## src/rtl/mem_xfer_engine.sv

```systemverilog
// Byte-block copy engine mastering the memory system bus.
// Optional running byte checksum output: define XFER_CHECKSUM_EN.
module mem_xfer_engine #(
  parameter int LEN_W = 8
) (
  input  logic             clk,
  input  logic             reset,
  input  logic             start,
  input  logic [7:0]       src_addr,
  input  logic [7:0]       dst_addr,
  input  logic [LEN_W-1:0] length,
  input  logic [7:0]       mem_rdata,
  output logic [7:0]       mem_addr,
  output logic             mem_we,
  output logic [7:0]       mem_wdata,
  output logic             busy,
  output logic             done,
  output logic             err
`ifdef XFER_CHECKSUM_EN
  ,
  output logic [7:0]       checksum
`endif
);

  typedef enum logic [2:0] {
    IDLE,
    RD,
    WAIT,
    WR,
    DONE
  } state_t;

  state_t           state;
  logic [7:0]       src;
  logic [7:0]       dst;
  logic [LEN_W-1:0] remaining;

  function automatic logic writable(
    input logic [7:0] a
  );
    return (a >= 8'h80) && (a <= 8'hE1);
  endfunction

  always_ff @(posedge clk) begin
    if (!reset) begin
      state     <= IDLE;
      src       <= 8'h00;
      dst       <= 8'h00;
      remaining <= '0;
      mem_addr  <= 8'h00;
      mem_we    <= 1'b0;
      mem_wdata <= 8'h00;
      busy      <= 1'b0;
      done      <= 1'b0;
      err       <= 1'b0;
`ifdef XFER_CHECKSUM_EN
      checksum  <= 8'h00;
`endif
    end else begin
      unique case (state)
        IDLE: begin
          done   <= 1'b0;
          mem_we <= 1'b0;
          if (start) begin
            src       <= src_addr;
            dst       <= dst_addr;
            remaining <= length;
            err       <= 1'b0;
`ifdef XFER_CHECKSUM_EN
            checksum  <= 8'h00;
`endif
            if (length != '0) begin
              state    <= RD;
              mem_addr <= src_addr;
              busy     <= 1'b1;
            end else begin
              state <= DONE;
              done  <= 1'b1;
            end
          end
        end
        RD: begin
          state <= WAIT;
        end
        WAIT: begin
          state     <= WR;
          mem_wdata <= mem_rdata;
          // strobe only legal targets; WR reads mem_we back as the verdict
          if (writable(dst)) begin
            mem_addr <= dst;
            mem_we   <= 1'b1;
          end
        end
        WR: begin
          mem_we <= 1'b0;
          if (mem_we) begin
`ifdef XFER_CHECKSUM_EN
            checksum  <= checksum + mem_wdata;
`endif
            remaining <= remaining - LEN_W'(1);
            src       <= src + 8'd1;
            dst       <= dst + 8'd1;
            if (remaining == LEN_W'(1)) begin
              state <= DONE;
              done  <= 1'b1;
              busy  <= 1'b0;
            end else begin
              state    <= RD;
              mem_addr <= src + 8'd1;
            end
          end else begin
            err   <= 1'b1;
            state <= DONE;
            done  <= 1'b1;
            busy  <= 1'b0;
          end
        end
        DONE: begin
          done   <= 1'b0;
          mem_we <= 1'b0;
          busy   <= 1'b0;
          state  <= IDLE;
        end
        default: begin
          state <= IDLE;
        end
      endcase
    end
  end

endmodule

```

## config.mk

```make
export PLATFORM = sky130hd
export DESIGN_NAME = mem_xfer_engine
export DESIGN_NICKNAME = d
export VERILOG_FILES = /design/src/rtl/mem_xfer_engine.sv
export SDC_FILE = /design/constraint.sdc
export NUM_CORES = 1
export LEC_CHECK = 0
export BUFFER_PORTS_ARGS = -buffer_cell sky130_fd_sc_hd__buf_4
export CAP_MARGIN = 20
export CORE_ASPECT_RATIO = 1.75
export CORE_MARGIN = 5
export CORE_UTILIZATION = 35
export DETAILED_ROUTE_END_ITERATION = 12
export GPL_ROUTABILITY_DRIVEN = 0
export REMOVE_ABC_BUFFERS = 1
export SYNTH_ARGS = -nofsm -noshare
export SYNTH_HDL_FRONTEND = slang
export SYNTH_SLANG_ARGS = --single-unit
```

## constraint.sdc

```tcl
create_clock -name clk -period 5.3 [get_ports clk]
set_input_delay 0.265 -clock clk [delete_from_list [all_inputs] [get_ports clk]]
set_output_delay 0.265 -clock clk [all_outputs]
set_load 0.1 [all_outputs]
```

== After elaboration in Yosys (flattened, before gate mapping) ==
Cells that the tools add are included.
Storage, ports and cells
  word-level logic and storage cells: 76
  register bits: 47
  input port bits: 35
  output and inout port bits: 20
Operators by class
  eq/ne operators: 12
  $lt $le $gt $ge: 2
  reduce and logical (&&, ||, !) cells: 14
  muxes and demuxes: 35
  add/sub/neg operators: 3
Operator list (number)
  8-bit 2-to-1 mux: 11
  8-bit one-hot mux with 2 select lines: 3
  8-bit one-hot mux with 3 select lines: 1
  8-bit by 1-bit adder with 8-bit output (second input constant): 2
  3-bit 2-to-1 mux: 4
  2-bit inequality test (second input constant): 6
  3-bit one-hot mux with 4 select lines: 1
  1-bit 2-to-1 mux: 11
  8-bit by 1-bit equality test with 1-bit output (second input constant): 1
  8-bit greater-or-equal comparator (second input constant): 1
  8-bit less-or-equal comparator (second input constant): 1
  8-bit nonzero test: 1
  8-bit by 1-bit subtractor with 8-bit output (second input constant): 1
  3-bit by 2-bit equality test with 1-bit output (second input constant): 2
  1-bit one-hot mux with 3 select lines: 2
  3-bit AND reduction: 2
  6-bit AND reduction: 1
  3-bit nonzero test: 2
  1-bit one-hot mux with 2 select lines: 2
  2-bit AND reduction: 2
  4-bit AND reduction: 1
  2-bit nonzero test: 2
  3-bit by 1-bit equality test with 1-bit output (second input constant): 1
  3-bit equality test (second input constant): 1
  4 further kinds: 4

== Logic depth before layout (Yosys ltp) ==
  depth after elaboration: 4
  depth in mapped cells: 8
  depth with buffers taken out: 7

== Worst setup path after synthesis ==
Ideal clock, no wire load.
  path kind: reg2reg
  start point: register mem_we
  end point: register src[2]
  cell stages (with the launch flop): 7
  buffers on the path: 2
  period minus slack after synthesis: 2069 ps
  setup slack: 3231 ps
  arrival time: 1937 ps
  required time: 5168 ps
  cells stage by stage: dfxtp_1 > nand3_1 > a21o_1 > buf_2 > buf_2 > o21ai_0 > a21oi_1
Between the ends
  cells in the longest elaborated chain, start to end: 2
RTL lines
  start, declared: RTL line 14  | output logic mem_we,
  start signal, assigned: RTL line 51  | mem_we <= 1'b0;
  start signal, assigned: RTL line 63  | mem_we <= 1'b0;
  start signal, assigned: RTL line 91  | mem_we <= 1'b1;
  2-bit inequality test (no source line)
  3-bit AND reduction (no source line)
  end signal, assigned: RTL line 65  | src <= src_addr;
  end signal, assigned: RTL line 101  | src <= src + 8'd1;
  end, declared: RTL line 34  | logic [7:0] src;
Every way passes these cells.
A chain may end at the register's enable or synchronous reset.

== Final worst setup path ==
  start point: register state[0]
  end point: register mem_addr[2]
Between the ends
  cells in the longest elaborated chain, start to end: 3
RTL lines
  start, declared: RTL line 33  | state_t state;
  start signal, assigned: RTL line 46  | state <= IDLE;
  start signal, assigned: RTL line 73  | state <= RD;
  start signal, assigned: RTL line 77  | state <= DONE;
  3-bit by 2-bit equality test with 1-bit output / 3-bit zero test (equally long branches): RTL line 60  | unique case (state)
  2-bit inequality test (no source line) / 3-bit nonzero test (equally long branches)
  6-bit AND reduction (no source line)
  end signal, assigned: RTL line 74  | mem_addr <= src_addr;
  end signal, assigned: RTL line 90  | mem_addr <= dst;
  end signal, assigned: RTL line 109  | mem_addr <= src + 8'd1;
  end, declared: RTL line 13  | output logic [7:0] mem_addr,
Several ways; a longest one is shown, not always the timed one.

==> flow_summary.rst <==
.. list-table::
   :header-rows: 1

   * - Metric
     - Value
   * - Final Hold Fails
     - 0
   * - Area share of the largest cell type after synthesis
     - 0.3532
   * - Post-route ant nets
     - 0
   * - Outcome
     - finished clean
   * - Count of non-filler cells in the finished layout
     - approximately 480
   * - DR pass1 iterations
     - 4
   * - H-tree depth reported by CTS
     - 2
   * - Dominant synthesized flop cell
     - sky130_fd_sc_hd__dfxtp_1
   * - Post-route cell area
     - 3253 µm²
   * - Crit-path max FO
     - 30
   * - Synthesized area divided by synthesized cell count
     - 7.504 µm²
   * - Post-DP Area
     - about 3100 µm²
   * - Setup CP Type
     - register to register
   * - Pwr dens
     - around 330 nW/µm²
   * - Skew-Pair Late Insertion Delay
     - between 0.2 and 0.3 ns
   * - Number of clock sinks
     - 47
   * - TritonCTS clock tree
     - built
   * - Worst hold path cell count
     - 3
   * - Headroom to the max-slew limit
     - 0.3377
   * - CTS root buf
     - sky130_fd_sc_hd__clkbuf_16
   * - Clock buffers created by TritonCTS
     - 5
   * - Share of cells above drive strength 1
     - 0.1919
   * - Via count of the first global-routing pass
     - approximately 2600
   * - Area leader, netlist
     - sky130_fd_sc_hd__dfxtp_1
   * - Post-Synthesis Cell Area
     - 2664 µm²
   * - Inserted Diodes
     - 0
   * - Post-detailed-routing wire length
     - about 7400 µm
   * - Reg2reg path depth
     - 6
   * - Final-report max-slew violation count
     - 0
   * - Compound-Gate Fraction of Synth Area
     - 0.2837
   * - Post-Synth Adder-Cell Area
     - 0.03288
   * - Core region area
     - 7515 µm²
   * - Fillers
     - roughly 790
   * - Storage cell area
     - roughly 940 µm²
   * - Area used by multi-input combinational logic
     - 1584 µm²
   * - Number of distinct library cell variants in the gate-level netlist after synthesis
     - 57
   * - Hold WS
     - ~0.22 ns
   * - Min-Delay Path Class
     - input pin to register
   * - Leak pwr
     - between 1 and 1.5 nW
   * - Synthesized instance count
     - about 360
   * - Total of endpoints with negative setup slack in the final report
     - 0
   * - Nets
     - approximately 440
   * - Width of the die
     - 75.95 µm
   * - Fmax
     - about 430 MHz
   * - Post-synthesis xor/xnor area fraction
     - 0.01973
   * - Slew of the pin with the lowest slew margin
     - 0.9935 ns
   * - Sort of element at the start of the critical path
     - register
   * - Proportion of synthesized area in mux cells
     - 0.01127
   * - Final period utilization
     - 0.4405
   * - Routed length per placed instance
     - 15.33 µm
   * - MaxCap Viol Count
     - 0
   * - Initial Utilization
     - 0.3545
   * - GRT Util Overall
     - 0.1581
   * - Leading post-synthesis cells by cell area
     - sky130_fd_sc_hd__dfxtp_1 35%, sky130_fd_sc_hd__a21oi_1 7.5%, sky130_fd_sc_hd__nand2_1 6.8%, sky130_fd_sc_hd__o21ai_0 6.4%, sky130_fd_sc_hd__nor2_1 5.4%
   * - Number of I/O pins
     - 55
   * - Total instance count after detailed placement
     - ~480
   * - Total via count in the routed design
     - approximately 2700
   * - Kind of end point of the critical path
     - register
   * - Worst Clk Skew
     - approximately 0.0064 ns
   * - Most common library cell in the layout ignoring fill and taps
     - sky130_fd_sc_hd__buf_4
   * - Number of standard-cell rows in the floorplan
     - between 40 and 50
   * - Longest Clk Path Bufs
     - 2
   * - Vertical die dimension
     - 125.4 µm
   * - Sum of overflow across all layers after global routing
     - 0
   * - Largest family of logic cells by synthesized area
     - compound AO/OA/AOI/OAI gates
   * - Synth Area in Simple Gates
     - 0.2457
   * - Global-route wire length before repair
     - ~13000 µm
   * - Top library cells by usage in the layout, fill and taps aside
     - 58 x sky130_fd_sc_hd__buf_4, 48 x sky130_fd_sc_hd__nand2_1, 47 x sky130_fd_sc_hd__dfxtp_1, 39 x sky130_fd_sc_hd__a21oi_1, 38 x sky130_fd_sc_hd__nor2_1
   * - Reg clk slew, reported paths
     - approximately 0.060 ns
   * - Setup repair after global routing missed its margin
     - false
   * - Post-CTS Setup Inserts
     - 0
   * - Number of buffers inserted by hold repair at cts
     - 0
   * - Count of port buffers added during placement
     - 54
   * - Maximum number of pins on one net before global-route repair
     - 35
   * - Die area
     - between 9000 and 10000 µm²
   * - Minimum clock period after layout
     - 2.335 ns
   * - Detailed router's first-iteration violation count
     - 236
   * - Number of design rule violations left after detail routing
     - 0
   * - Initial antenna violation count
     - 0
   * - Sum of net half-perimeters after detailed placement
     - 5251 µm
   * - Synthesis-to-finish area growth
     - 22.12%
   * - Setup tns final
     - 0 ns
   * - Number of register bits inferred by synthesis
     - between 40 and 50
   * - EDFF count, synth
     - 0
   * - Async SR Flop Fraction
     - 0
   * - Via-per-instance ratio
     - around 5.5
   * - Yosys warning total
     - 0
   * - Highest ir drop seen on vdd
     - 137.9 µV
   * - WP data arrival
     - 2.55 ns
   * - Post-cts gate resize count
     - 0
   * - Portion of the post-synthesis area used by sequential elements
     - 0.3532
   * - Worst Path Required
     - around 5.5 ns
==> through the flow <==
step                  util  setup WS [ns]   power, W
CTS                 0.4329          2.943   0.001082
global placement    0.4121          3.012  0.0007393
global route        0.4329          2.670   0.001127
finish              0.4329          2.965   0.001074
detailed placement  0.4121          2.952  0.0007444
floorplan                -          2.424  0.0006506
==> flip-flops by register name, indices dropped and copies added (netlist names) <==
register / count
state: 3
src: 8
done: 1
err: 1
mem_wdata: 8
mem_we: 1
busy: 1
remaining: 8
dst: 8
mem_addr: 8
==> power breakdown <==
| part | switching, W | total, W | internal, W | leakage [nW] |
|---|---|---|---|---|
| Combinational | 0.000216 | 0.000314 | 0.0000983 | 0.806 |
| Clock | 0.000138 | 0.000339 | 0.000201 | 0.0772 |
| Sequential | 0.0000335 | 0.000421 | 0.000387 | 0.386 |
| Total | 0.000387 | 0.00107 | 0.000687 | 1.27 |
==> worst paths after layout <==
path / endpoint / slack (ns) / startpoint
min reg2reg: mem_addr[0] / 0.46 / mem_addr[0]
min: mem_wdata[7] / 0.22 / mem_rdata[7]
max reg2reg: mem_addr[2] / 2.97 / state[0]
max: mem_addr[2] / 2.97 / state[0]
==> cell families (layout without fill, tap and decap cells) <==
group           count (synthesis)  in the layout
simple gates                  137            137
fa+ha+maj                       7              7
xor+xnor                        6              6
mux                             3              3
flops                          47             47
buf+inv                        32             73
compound gates                123            123
==> cell usage after synthesis, drive strengths merged (4+ instances only) <==
master  count
nand2      48
dfxtp      47
a21oi      40
o21ai      39
nor2       38
buf        13
nand3      13
clkbuf     12
a211oi      8
and2        7
ha          7
inv         7
a31oi       5
nor3        5
xnor2       5
nor4        4
o211ai      4
==> critical path: stages (launching register included) <==
cell and delay [ns]:
sky130_fd_sc_hd__dfxtp_1 0.31, sky130_fd_sc_hd__buf_4 0.28, sky130_fd_sc_hd__and3b_1 0.88, sky130_fd_sc_hd__o211ai_2 0.18, sky130_fd_sc_hd__nand3_2 0.31, sky130_fd_sc_hd__nor2_1 0.09, sky130_fd_sc_hd__a211oi_2 0.20
==> layer usage <==
metal	global-route usage	share of wire	vias to the layer above
li1	-	-	1345
met2	0.2843	0.52	52
met5	0	0	-
met4	0.06499	0.021	0
met1	0.1701	0.41	1271
met3	0.04460	0.047	10
==> cell type report <==
type,count,area share
Multi-Input combinational cell,276,0.4869
Sequential cell,47,0.2892
Timing Repair Buffer,58,0.1338
Clock buffer,8,0.04808
Tap cell,88,0.03385
Inverter,7,0.008077
Note: power is estimated with default switching activity, not from simulation.
